## config.mk

```make
export PLATFORM = sky130hd
export DESIGN_NAME = bitwise_logic_engine
export DESIGN_NICKNAME = d
export VERILOG_FILES = /design/src/rtl/logic_pkg.sv /design/src/rtl/logic_slice.sv /design/src/rtl/bitwise_logic_engine.sv
export SDC_FILE = /design/constraint.sdc
export NUM_CORES = 1
export LEC_CHECK = 0
export BUFFER_PORTS_ARGS = -buffer_cell sky130_fd_sc_hd__buf_2
export CORE_ASPECT_RATIO = 0.5
export CORE_MARGIN = 4
export CORE_UTILIZATION = 35
export DETAILED_ROUTE_END_ITERATION = 16
export SLEW_MARGIN = 20
export SYNTH_ARGS = -nofsm -noshare
export SYNTH_HDL_FRONTEND = slang
export SYNTH_SLANG_ARGS = --single-unit
```

## constraint.sdc

```tcl
create_clock -name clk -period 6.4 [get_ports clk]
set_input_delay 1.92 -clock clk [delete_from_list [all_inputs] [get_ports clk]]
set_output_delay 1.92 -clock clk [all_outputs]
set_load 0.01 [all_outputs]
```

## src/rtl/logic_pkg.sv

```systemverilog
// Shared encodings for the bitwise logic engine: operation select and FSM states.
package logic_pkg;

    typedef enum logic [1:0] {
        OP_OR  = 2'b00,
        OP_AND = 2'b01,
        OP_XOR = 2'b10,
        OP_MAJ = 2'b11
    } op_e;

    typedef enum logic [1:0] {
        S_IDLE = 2'b00,
        S_BUSY = 2'b01,
        S_DONE = 2'b10
    } state_e;

endpackage

```

## src/rtl/logic_slice.sv

```systemverilog
// Combinational per-chunk operator: y = f(op, a, b, c) with optional bitwise inversion.
module logic_slice
    import logic_pkg::*;
#(
    parameter int CHUNK = 4
) (
    input  logic [CHUNK-1:0] a,
    input  logic [CHUNK-1:0] b,
    input  logic [CHUNK-1:0] c,
    input  op_e              op,
    input  logic             inv,
    output logic [CHUNK-1:0] y
);

    logic [CHUNK-1:0] f;

    always_comb begin
        f = '0;
        case (op)
            OP_OR:   f = a | b;
            OP_AND:  f = a & b;
            OP_XOR:  f = a ^ b;
            OP_MAJ:  f = (a & b) | (a & c) | (b & c);
            default: f = '0;
        endcase
        y = f ^ {CHUNK{inv}};
    end

endmodule

```

## src/rtl/bitwise_logic_engine.sv

```systemverilog
// Multi-cycle bitwise engine: computes OR/AND/XOR/MAJ over WIDTH bits, CHUNK bits per cycle,
// LSB chunk first, from operands captured at accept.
module bitwise_logic_engine
    import logic_pkg::*;
#(
    parameter int WIDTH = 16,
    parameter int CHUNK = 4
) (
    input  logic             clk,
    input  logic             rst,
    input  logic             in_valid,
    output logic             in_ready,
    input  logic [1:0]       op,
    input  logic             inv,
    input  logic [WIDTH-1:0] a,
    input  logic [WIDTH-1:0] b,
    input  logic [WIDTH-1:0] c,
    output logic             out_valid,
    input  logic             out_ready,
    output logic [WIDTH-1:0] result,
    output logic             busy
);

    localparam int NCH = WIDTH / CHUNK;
    localparam int KW  = (NCH > 1) ? $clog2(NCH) : 1;

    generate
        if (CHUNK < 1 || CHUNK > WIDTH || (WIDTH % CHUNK) != 0) begin : g_bad_params
            $error("bitwise_logic_engine: CHUNK must divide WIDTH and satisfy 1 <= CHUNK <= WIDTH");
        end
    endgenerate

    // Handshake: a transfer happens on a rising edge where valid && ready are both high;
    // in_ready is high only in IDLE, out_valid only in DONE, and DONE holds until out_ready.
    state_e           state, state_nx;
    logic [KW-1:0]    k;
    logic [WIDTH-1:0] a_q, b_q, c_q, result_q;
    op_e              op_q;
    logic             inv_q;
    logic             last_chunk;
    logic [CHUNK-1:0] slice_y;

    assign last_chunk = (k == KW'(NCH - 1));

    logic_slice #(.CHUNK(CHUNK)) u_slice (
        .a   (a_q[int'(k)*CHUNK +: CHUNK]),
        .b   (b_q[int'(k)*CHUNK +: CHUNK]),
        .c   (c_q[int'(k)*CHUNK +: CHUNK]),
        .op  (op_q),
        .inv (inv_q),
        .y   (slice_y)
    );

    always_ff @(posedge clk or posedge rst) begin
        if (rst) state <= S_IDLE;
        else     state <= state_nx;
    end

    always_comb begin
        state_nx = state;
        case (state)
            S_IDLE:  if (in_valid)   state_nx = S_BUSY;
            S_BUSY:  if (last_chunk) state_nx = S_DONE;
            S_DONE:  if (out_ready)  state_nx = S_IDLE;
            default: state_nx = S_IDLE;
        endcase
    end

    always_ff @(posedge clk or posedge rst) begin
        if (rst) begin
            a_q      <= '0;
            b_q      <= '0;
            c_q      <= '0;
            op_q     <= OP_OR;
            inv_q    <= 1'b0;
            k        <= '0;
            result_q <= '0;
        end else begin
            case (state)
                S_IDLE: begin
                    if (in_valid) begin
                        a_q      <= a;
                        b_q      <= b;
                        c_q      <= c;
                        op_q     <= op_e'(op);
                        inv_q    <= inv;
                        k        <= '0;
                        result_q <= '0;
                    end
                end
                S_BUSY: begin
                    result_q[int'(k)*CHUNK +: CHUNK] <= slice_y;
                    k <= last_chunk ? '0 : k + 1'b1;
                end
                default: ;
            endcase
        end
    end

    assign in_ready  = (state == S_IDLE);
    assign out_valid = (state == S_DONE);
    assign busy      = (state == S_BUSY) || (state == S_DONE);
    assign result    = result_q;

endmodule

```

==> flow_summary.yaml <==
global_route:
  overflow: 0
  grt_pass1_wl_mm: 12.9
  antenna_found_initial: 0
  grtUsageTotal_pct: 13.6
  grt_max_degree: 72
  grt_pass1_vias: 2539
power_and_ir_drop:
  pwr-share-comb_pct: 44.7
  swShare_pct: 36.3
  power.density_nw_per_um2: 537
  leakage_nw: 2.10
  p_seq_share_pct: 31.9
  p_clk_share_pct: 23.4
  irDropWorstVdd_mv: 0.191
  intPower_mw: 1.54
  p_switching_uw: 880
routing:
  antenna_left: 0
  drt_iter0_markers: 128
  drt_pass1_iterations: 4
  drt-wirelength-per-cell_um: 15.3
  vias_per_cell: 4.88
  drc: 0
  vias: 2533
  routed_wl_mm: 7.92
sta:
  hold_viol: 0
  maxSlewHeadroom_pct: 39.6
  tightest_slew_ns: 0.906
  rsz0062_at_grt: "false"
  period_share_pct: 49.1
  setup_viol: 0
  skew_ns: 0.00911
  maxSlewViolCount: 0
  fmax_ghz: 0.319
  setup_tns_ns: 0
  period_needed_ns: 3.14
finish:
  mostFrequentLayoutCells: "buf_2 (73), dfrtp_1 (71), mux2_2 (53)"
  finish.net_count: 445
  area_growth_pct: 22.6
  nFillCells: 958
  seq_area_um2: 1780
  utilization_pct: 44.1
  antenna_cells: 0
  drive_above_1_share_pct: 43.0
  multiInputGateArea_um2: 1770
  final_common_cell: "buf_2"
placed_design:
  hpwl_mm: 5.84
  place_congestion: 0.767
  port_buffers: 73
clocking:
  cts_root_buffer: "clkbuf_16"
  cts_hold_buf: 0
  cts.sinks: 71
  clkLatencyLatePin_ns: 0.34
  tritoncts: "done"
  htree_levels: 3
  postCtsSetupBuffers: 0
  clkTransAtPathRegs_ns: 0.06
  post_cts_resized: 0
  cts_made_buffers: 9
  clockBufferDepth: 2
floorplan:
  die_area_um2: 12300
  core_area_um2: 10200
  fp.dieH_um: 80.5
  dieWidth_um: 153
  start_util_pct: 36.0
  rows: 26
  io_pins: 74
synth:
  synth.top_cells.by_area: "dfrtp_1 (48%), mux2_2 (16%), mux4_2 (7.4%), ha_1 (5.1%), nand3_1 (3.3%)"
  synth_top_family_by_area: "multiplexers"
  synth.avg_cell_area_um2: 12.3
  syn_inst: 300
  synthDistinctLibCells: 30
  synth_mux_area_share_pct: 23.6
  synth_compound_area_share_pct: 8.61
  yosysTopAreaCell: "dfrtp_1"
  synth_nets: 370
  seq_area_frac_synth_pct: 48.3
  syn_area_um2: 3680
  synthAdderAreaFrac_pct: 5.11
  synthXorXnorAreaFrac_pct: 0
  synth-seq-cells: 71
  synthSimpleGateAreaFrac_pct: 10.8
  synth_top_cell_area_share_pct: 48.3
  synth-warning-count: 0
setup_path:
  critPathRequiredTime_ns: 4.48
  crit_arrival_ns: 1.22
  endpoint_kind: "output port"
  cp_max_fo: 5
  start_kind: "flop"
  path_class: "flop to output port"
flow_run:
  maxCapViolCount: 0
hold_path:
  min_path_type: "flop to flop"
outcome:
  status: "finished clean"
[cell families (layout without fill, tap and decap cells)]
group | after synthesis | in the layout
fa+ha+maj | 15 | 15
flops | 71 | 71
simple gates | 77 | 77
compound gates | 44 | 44
mux | 65 | 65
buf+inv | 28 | 107
[final cells by class]
cell class | instances | share of cell area [%]
Tap cell | 140 | 3.89
Multi-Input combinational cell | 201 | 39.3
Inverter | 16 | 1.33
Clock inverter | 5 | 2.36
Clock buffer | 10 | 5.08
Sequential cell | 71 | 39.4
Timing Repair Buffer | 76 | 8.61
[worst paths after layout]
path                            from         to  slack (ns)  cells after the start
max                         state[1]   in_ready        3.26                      3
min                        result[6]  result[6]        0.48                      2
max reg2reg                     k[1]  result[0]        3.62                      7
min reg2reg                result[6]  result[6]        0.48                      2
max in group asynchronous        rst   state[0]        3.96                      3
min in group asynchronous        rst   state[1]        1.84                      3
[state kept, by name, indices dropped and copies added, names as in the netlist]
name    cells
state       2
b_q        16
c_q        16
a_q        16
result     16
k           2
op_q        2
inv_q       1
[worst max-delay path: stages (launching register included)]
cell	delay, ns
dfrtp_1	0.40
inv_1	0.09
ha_1	0.23
buf_2	0.16
[synth_stat cells]
master / count
o31a_1: 4
buf_6: 3
o31ai_1: 8
and2_1: 2
buf_2: 3
o21ai_0: 12
o211ai_2: 4
nand4bb_1: 1
a21oi_1: 7
dfrtp_1: 71
nand2b_1: 5
mux4_2: 12
or2_2: 1
nand3_1: 24
or3_1: 1
inv_1: 15
nand2_1: 24
o211ai_1: 4
nor2_1: 1
o211a_1: 4
mux2_2: 53
clkbuf_1: 1
buf_1: 5
nor2b_1: 7
nor4_1: 6
nor3_1: 4
ha_1: 15
o22ai_1: 1
clkinv_1: 1
or4b_4: 1
[power by group through the flow]
stage	Sequential, mW	Combinational (mW)	Clock [mW]
after floorplan	0.727	0.899	0
after global routing	0.800	1.21	0.600
final	0.771	1.08	0.567
after CTS	0.772	1.10	0.580
after global placement	0.773	1.08	0
after detailed placement	0.780	1.09	0
[per-stage QoR]
| stage | worst slack, ns | instance area, um^2 | hold slack, ns | total power, mW | instances |
|---|---|---|---|---|---|
| floorplan | 2.68 | 3680 | 0.474 | 1.63 | 300 |
| global placement | 3.19 | 4170 | 0.463 | 1.85 | 504 |
| detailed placement | 3.15 | 4170 | 0.473 | 1.87 | 504 |
| CTS | 3.25 | 4510 | 0.485 | 2.45 | 519 |
| global route | 3.16 | 4510 | 0.507 | 2.61 | 519 |
| finish | 3.26 | 4510 | 0.480 | 2.42 | 519 |
[routing by layer]
metal / global-route usage, % / routed length [um] / vias to the layer above
li1: - / - / 1250
met1: 18.2 / 3770 / 1227
met2: 21.0 / 3710 / 51
met3: 4.63 / 374 / 5
met4: 4.09 / 67 / 0
met5: 0 / 0 / -
Note: power is estimated with default switching activity, not from simulation.
